$ cat src/rtl/ps2_keyboard_rx.sv
// PS/2 keyboard receiver: it synchronises and deglitches the PS/2 lines,
// deserialises odd-parity frames and folds the F0/E0 prefixes into flags on a sticky key_ready.
module ps2_keyboard_rx #(
    parameter int FILTER_LEN = 8,
    parameter int TIMEOUT    = 100000
) (
    input  logic       clk,
    input  logic       rst,
    input  logic       ps2_clk,
    input  logic       ps2_data,
    input  logic       key_ack,
    output logic [7:0] key_code,
    output logic       key_ready,
    output logic       key_release,
    output logic       key_ext,
    output logic       overrun,
    output logic       frame_err
);

    // state  | meaning
    // IDLE   | waiting for a start bit (data low on a clock fall)
    // DATA   | shifting in 8 data bits, LSB first
    // PARITY | capturing the parity bit and computing the odd-parity result
    // STOP   | checking the stop bit, then delivering the byte
    typedef enum logic [1:0] {IDLE, DATA, PARITY, STOP} state_t;

    localparam int FW = $clog2(FILTER_LEN + 1);
    localparam int TW = $clog2(TIMEOUT + 1);

    state_t        state, state_nxt;
    logic [1:0]    clk_sync, data_sync;
    logic [FW-1:0] clk_cnt, data_cnt;
    logic          clk_filt, data_filt, clk_filt_q;
    logic          fall;
    logic [7:0]    shift;
    logic [2:0]    bit_cnt;
    logic          par_ok;
    logic [TW-1:0] tmr;
    logic          timeout;
    logic          deliver, err;
    logic          rel_pend, ext_pend;
    logic          is_prefix;

    always_ff @(posedge clk or posedge rst) begin
        if (rst) begin
            clk_sync  <= 2'b11;
            data_sync <= 2'b11;
        end else begin
            clk_sync  <= {clk_sync[0], ps2_clk};
            data_sync <= {data_sync[0], ps2_data};
        end
    end

    // A filtered line only follows the synchronised input after FILTER_LEN
    // consecutive differing samples; any agreeing sample restarts the count.
    always_ff @(posedge clk or posedge rst) begin
        if (rst) begin
            clk_cnt  <= '0;
            clk_filt <= 1'b1;
        end else if (clk_sync[1] == clk_filt) begin
            clk_cnt <= '0;
        end else if (clk_cnt == FW'(FILTER_LEN - 1)) begin
            clk_filt <= clk_sync[1];
            clk_cnt  <= '0;
        end else begin
            clk_cnt <= clk_cnt + 1'b1;
        end
    end

    always_ff @(posedge clk or posedge rst) begin
        if (rst) begin
            data_cnt  <= '0;
            data_filt <= 1'b1;
        end else if (data_sync[1] == data_filt) begin
            data_cnt <= '0;
        end else if (data_cnt == FW'(FILTER_LEN - 1)) begin
            data_filt <= data_sync[1];
            data_cnt  <= '0;
        end else begin
            data_cnt <= data_cnt + 1'b1;
        end
    end

    always_ff @(posedge clk or posedge rst) begin
        if (rst) clk_filt_q <= 1'b1;
        else     clk_filt_q <= clk_filt;
    end

    assign fall    = clk_filt_q & ~clk_filt;
    assign timeout = (state != IDLE) && !fall && (tmr == '0);

    always_ff @(posedge clk or posedge rst) begin
        if (rst) state <= IDLE;
        else     state <= state_nxt;
    end

    always_comb begin
        state_nxt = state;
        case (state)
            IDLE:    if (fall && !data_filt)        state_nxt = DATA;
            DATA:    if (fall && bit_cnt == 3'd7)   state_nxt = PARITY;
            PARITY:  if (fall)                      state_nxt = STOP;
            STOP:    if (fall)                      state_nxt = IDLE;
            default:                                state_nxt = IDLE;
        endcase
        if (timeout) state_nxt = IDLE;
    end

    always_comb begin
        deliver = (state == STOP) && fall && data_filt && par_ok;
        err     = timeout
                | ((state == IDLE) && fall && data_filt)
                | ((state == STOP) && fall && !(data_filt && par_ok));
    end

    // Timeout down-counter: reloaded on every fall (and while idle), aborts
    // the frame when it runs out.
    always_ff @(posedge clk or posedge rst) begin
        if (rst) begin
            shift   <= '0;
            bit_cnt <= '0;
            par_ok  <= 1'b0;
            tmr     <= TW'(TIMEOUT);
        end else begin
            if (fall || state == IDLE) tmr <= TW'(TIMEOUT);
            else if (tmr != '0)        tmr <= tmr - 1'b1;
            if (fall) begin
                case (state)
                    IDLE:   bit_cnt <= '0;
                    DATA: begin
                        shift   <= {data_filt, shift[7:1]};
                        bit_cnt <= bit_cnt + 1'b1;
                    end
                    PARITY: par_ok <= ^{shift, data_filt};
                    default: ;
                endcase
            end
        end
    end

    assign is_prefix = (shift == 8'hF0) || (shift == 8'hE0);

    always_ff @(posedge clk or posedge rst) begin
        if (rst) begin
            key_code    <= '0;
            key_ready   <= 1'b0;
            key_release <= 1'b0;
            key_ext     <= 1'b0;
            overrun     <= 1'b0;
            frame_err   <= 1'b0;
            rel_pend    <= 1'b0;
            ext_pend    <= 1'b0;
        end else begin
            frame_err <= err;
            if (key_ack && key_ready) begin
                key_ready <= 1'b0;
                overrun   <= 1'b0;
            end
            if (deliver) begin
                if (shift == 8'hF0) rel_pend <= 1'b1;
                if (shift == 8'hE0) ext_pend <= 1'b1;
                if (!is_prefix) begin
                    key_code    <= shift;
                    key_release <= rel_pend;
                    key_ext     <= ext_pend;
                    key_ready   <= 1'b1;
                    // A simultaneous ack consumes the old byte, so nothing is lost.
                    overrun     <= key_ack ? 1'b0 : (overrun | key_ready);
                    rel_pend    <= 1'b0;
                    ext_pend    <= 1'b0;
                end
            end
        end
    end

endmodule
$ cat config.mk
export PLATFORM = sky130hd
export DESIGN_NAME = ps2_keyboard_rx
export DESIGN_NICKNAME = d
export VERILOG_FILES = /design/src/rtl/ps2_keyboard_rx.sv
export SDC_FILE = /design/constraint.sdc
export NUM_CORES = 1
export LEC_CHECK = 0
export ABC_AREA = 0
export BUFFER_PORTS_ARGS = -buffer_cell sky130_fd_sc_hd__clkbuf_2
export CAP_MARGIN = 5
export CORE_ASPECT_RATIO = 0.9
export CORE_MARGIN = 8
export CORE_UTILIZATION = 59
export CTS_BUF_LIST = sky130_fd_sc_hd__clkbuf_4 sky130_fd_sc_hd__clkbuf_8
export CTS_CLUSTER_SIZE = 25
export DETAILED_ROUTE_END_ITERATION = 8
export PLACE_DENSITY = 0.86
export SLEW_MARGIN = 20
export SYNTH_ARGS = -nofsm -noshare
export SYNTH_HDL_FRONTEND = slang
export SYNTH_SLANG_ARGS = --single-unit
$ cat constraint.sdc
create_clock -name clk -period 3.1 [get_ports clk]
set_input_delay 0.155 -clock clk [delete_from_list [all_inputs] [get_ports clk]]
set_output_delay 0.155 -clock clk [all_outputs]
set_load 0.01 [all_outputs]
## Yosys cells after proc, flatten, opt, wreduce, memory -nomap -nowiden

Index checks and enable logic that the tools add are counted.
Widths: inputs -> output; s select.

- Bits in registers: 61
- Bits of input ports: 5
- Output and inout port bits: 13
- Logic and storage cells: 105

- $add $sub $neg: 4
- Equal/unequal tests: 16
- Multiplexer cells: 24
- Bitwise operators: 8
- Reduce and logical (&&, ||, !) cells: 33

Operators by type and width:

| cell | count |
|---|---|
| $mux 17 | 2 |
| $logic_not 17->1 | 1 |
| $reduce_bool 17->1 | 1 |
| $sub 17x1->17 const B | 1 |
| $eq 8x8->1 const B | 2 |
| $mux 4 | 4 |
| $reduce_and 2->1 | 8 |
| $logic_and 1x1->1 | 12 |
| $ne 3x3->1 const B | 4 |
| $mux 1 | 11 |
| $mux 2 | 5 |
| $reduce_xor 9->1 | 1 |
| $add 4x1->4 const B | 2 |
| $eq 4x3->1 const B | 2 |
| $pmux 2 s4 | 1 |
| $pmux 3 s2 | 1 |
| $reduce_bool 2->1 | 3 |
| $eq 2x2->1 const B | 2 |
| $ne 2x1->1 const B | 2 |
| $not 1->1 | 4 |
| $reduce_and 4->1 | 1 |
| $add 3x1->3 const B | 1 |
| $eq 3x3->1 const B | 1 |
| $logic_not 1->1 | 3 |
| other kinds (6) | 10 |

## Logic depth before layout (Yosys ltp)

- Depth in word-level cells: 7
- Mapped depth: 7

## Worst setup path before layout

Ideal clock, no wire load.

- Kind: flip-flop to flip-flop
- Start: register tmr[8]
- End: register tmr[14]
- Arrival time: 1923 ps
- Data required time: 3022 ps
- Path slack: 1099 ps
- Stages on the path, launching flop included: 5
- Period minus slack after synthesis: 2001 ps
- Path through: dfrtp_1 or4_4 or3_4 or4_1 a21oi_1

- Word-level cells in the longest chain between the ends: 3
- Elaborated cells between the ends (all ways): 5
- Classes of those cells: add/sub (1); mux (2); reduce/logical (2)

RTL lines:

| item | line | text |
|---|---|---|
| from (decl) | 38 | `logic [TW-1:0] tmr;` |
| from (signal assigned) | 123 | `tmr <= TW'(TIMEOUT);` |
| from (signal assigned) | 125 | `if (fall \|\| state == IDLE) tmr <= TW'(TIMEOUT);` |
| from (signal assigned) | 126 | `else if (tmr != '0) tmr <= tmr - 1'b1;` |
| $sub 17x1->17 | 126 |  |
| $mux 17 | 126 |  |
| $mux 17 | 125 |  |

Several ways; a longest one is shown, not always the timed one. The select of a mux whose other input is x is not followed.
A chain may end at the register's enable or synchronous reset.

## Worst setup path in the final report

Same ends and word-level chain as after synthesis.

==> results.py <==
metrics = {
    "cts": {
        "max-clock-path-buffers": 2,
        "insertion_delay_ns": 0.33,
        "cts_setup_buffers": 0,
        "ctsHtreeMaxLevel": 3,
        "cts_tree": "done",
        "cts_buffers": 9,
        "cts_sinks": 61,
        "root_buffer": "clkbuf_8",
        "clkTransAtPathRegs_ns": 0.07,
    },
    "sta": {
        "post-route-min-period_ns": 2.102,
        "hold_viol_final": 3,
        "setup_violations": 0,
        "worst_pin_slew_ns": 0.9000,
        "fmax_mhz": 475.7,
        "fin_ws_ns": 0.9980,
        "rsz0062_at_grt": "no",
        "slew_viol_final": 0,
        "fin_skew_ns": 0.006390,
        "post-route-period-util_pct": 67.81,
        "setup_tns_ns": 0,
        "relSlewSlack_pct": 39.91,
        "whs_ns": -0.003276,
    },
    "pwr": {
        "p_per_area_mw_per_mm2": 733.3,
        "p_leak_nw": 1.525,
        "peakVddDrop_mv": 0.4728,
    },
    "global_routing": {
        "grt_max_degree": 46,
        "grt_pass1_vias": 1936,
        "overflow": 0,
        "grt_pass1_wl_mm": 8.645,
        "grt_usage_pct": 15.43,
        "antenna_found_initial": 0,
    },
    "cells_and_area": {
        "antennaDiodeCount": 0,
        "areaGrowthSynthToFinish_pct": 12.72,
        "fin_nets": 296,
        "drive_gt1_share_pct": 28.07,
        "final_cell_area_sq_mm": 0.003249,
        "final_util_pct": 68.06,
    },
    "place": {
        "portBuffers": 17,
        "pre_cts_ws_ns": 1.012,
        "placed_cell_area_sq_mm": 0.003038,
        "gp_congestion": 0.7887,
        "dpl.hpwl_mm": 3.507,
    },
    "critical_path": {
        "critPathKind": "reg -> reg",
        "cp.arrival_ns": 2.36,
        "start_kind": "flip-flop",
        "cp-end-kind": "flip-flop",
        "crit_required_ns": 3.36,
        "crit_fanout": 7,
    },
    "run_status": {
        "violations": "negative hold slack",
        "status": "complete, but fails checks",
    },
    "detailed_routing": {
        "wl_per_cell_microns": 14.29,
        "routed_wl_mm": 5.001,
        "via_count": 1958,
        "first_pass_iters": 4,
        "drc": 0,
        "via_per_inst": 5.594,
        "dr.first_iter.drc_count": 103,
        "drtAntennaViolNets": 0,
    },
    "yosys": {
        "netlist_area_sq_mm": 0.002883,
        "ys_async_sr_fraction_pct": 100.0,
        "ys_types": 52,
        "ys_seq_area_share_pct": 53.52,
        "ys.flop_type": "dfrtp_1",
        "syn-num-nets": 269,
        "synth_edf_count": 0,
        "ys_warn_count": 0,
        "syn_inst": 253,
        "syn_avg_cell_area_sq_um": 11.39,
        "ys_ff_latch": 61,
    },
    "floorplanning": {
        "fp.coreArea_sq_mm": 0.004775,
        "die_w_microns": 89.68,
        "start_util_pct": 60.38,
        "fp.dieH_microns": 82.32,
        "die_area_sq_mm": 0.007382,
        "io_pins": 18,
        "row_count": 24,
    },
    "flow_run": {
        "drv_cap": 0,
    },
    "hold_path": {
        "hold_path_class": "in -> async",
    },
}
-- placed cells by master, fill, tap and decap left out, drive strengths merged, types with 4 or more instances in the layout --
master,n
mux2,18
nor4,5
o21ai,12
inv,9
clkbuf,29
dfrtp,48
nor3,7
or2,4
nand3,7
nand2,16
a21oi,14
or4,6
dfstp,13
nor2,19
xnor2,9
nor2b,4
ha,11
nand2b,4
-- synth_stat cells (3+ instances only) --
library cell / n / share of area, %
or4_1: 4 / 1.0
inv_1: 9 / 1.2
a21oi_1: 14 / 2.4
o21ai_0: 12 / 2.1
dfstp_2: 13 / 12
ha_1: 11 / 4.8
nor2_1: 19 / 2.5
o31ai_1: 3 / 0.78
or2_2: 4 / 0.87
nand2_1: 16 / 2.1
nand3_1: 7 / 1.2
nor4_1: 4 / 0.87
xnor2_1: 9 / 2.7
clkbuf_1: 4 / 0.52
mux2_2: 18 / 7.0
nor2b_1: 4 / 0.87
dfrtp_1: 48 / 42
nor3_1: 7 / 1.2
nand2b_1: 4 / 0.87
-- per-layer routing --
| layer | GRT usage (%) | wire [microns] |
|---|---|---|
| met1 | 18.08 | 2279 |
| met2 | 24.01 | 2417 |
| met3 | 6.429 | 224 |
| met4 | 7.629 | 79 |
| met5 | 0 | 0 |
-- critical path, cell delays in order, from the launching register on --
cell,delay (ns)
dfrtp_1,0.43
or4_4,0.58
or3_4,0.36
or4_1,0.51
a21oi_1,0.15
-- where the power goes --
group	internal, mW	total, mW	switching [mW]	leakage [nW]
sequential	0.954	1.08	0.129	0.784
combinational	0.288	0.669	0.381	0.646
clock	0.338	0.630	0.292	0.0956
total	1.58	2.38	0.802	1.52
-- final timing paths --
path	start	to	slack [ns]	cells past startpoint
worst max-delay path	tmr[8]$_DFFE_PP0N_	tmr[14]$_DFFE_PP0N_	1.0	4
max in group asynchronous	rst	tmr[5]$_DFFE_PP1N_	2.27	3
worst max register to register	tmr[8]$_DFFE_PP0N_	tmr[14]$_DFFE_PP0N_	1.0	4
worst min register to register	clk_sync[0]$_DFF_PP1_	clk_sync[1]$_DFF_PP1_	0.35	0
min in group clk	clk_sync[0]$_DFF_PP1_	clk_sync[1]$_DFF_PP1_	0.35	0
worst min-delay path	rst	clk_cnt[1]$_DFF_PP0_	-0.003	2
-- through the flow --
step / power [mW] / hold WS (ns) / std cells
4_1_cts: 2.412 / 0.01877 / 350
5_1_grt: 2.554 / 0.08092 / 350
2_1_floorplan: 1.614 / 0.1595 / 253
3_5_place_dp: 1.763 / 0.2470 / 331
3_3_place_gp: 1.736 / 0.2435 / 331
6_report: 2.383 / -0.003276 / 350
-- cell type report --
cell class                 instances  area (sq um)
multi-input combinational        178          1287
tap                               65         81.33
sequential                        61          1543
clock buffer                      12         158.9
clock inverter                     4         22.52
timing repair buffer              21         122.6
inverter                           9         33.78
fill                             351          1525
-- repair_timing --
item / CTS / global route
setup endpoints to repair: 0 / 0
hold endpoints to repair: 3 / 0
gates resized for setup: 0 / 0
hold buffers: 3 / 0
-- cell families after synthesis --
kind of cell / synth area share (%)
compound gates: 9.810
simple gates: 18.58
buf+inv: 1.823
xor+xnor: 4.123
fa+ha+maj: 4.774
flops: 53.52
mux: 7.378
-- registers in the layout, summed over array words and instances, names as in the netlist, 2 cells and up --
signal	flops
tmr	17
bit_cnt	3
state	2
clk_cnt	4
data_cnt	4
data_sync	2
clk_sync	2
shift	8
key_code	8
No activity file was read; power rests on OpenSTA's default activity.
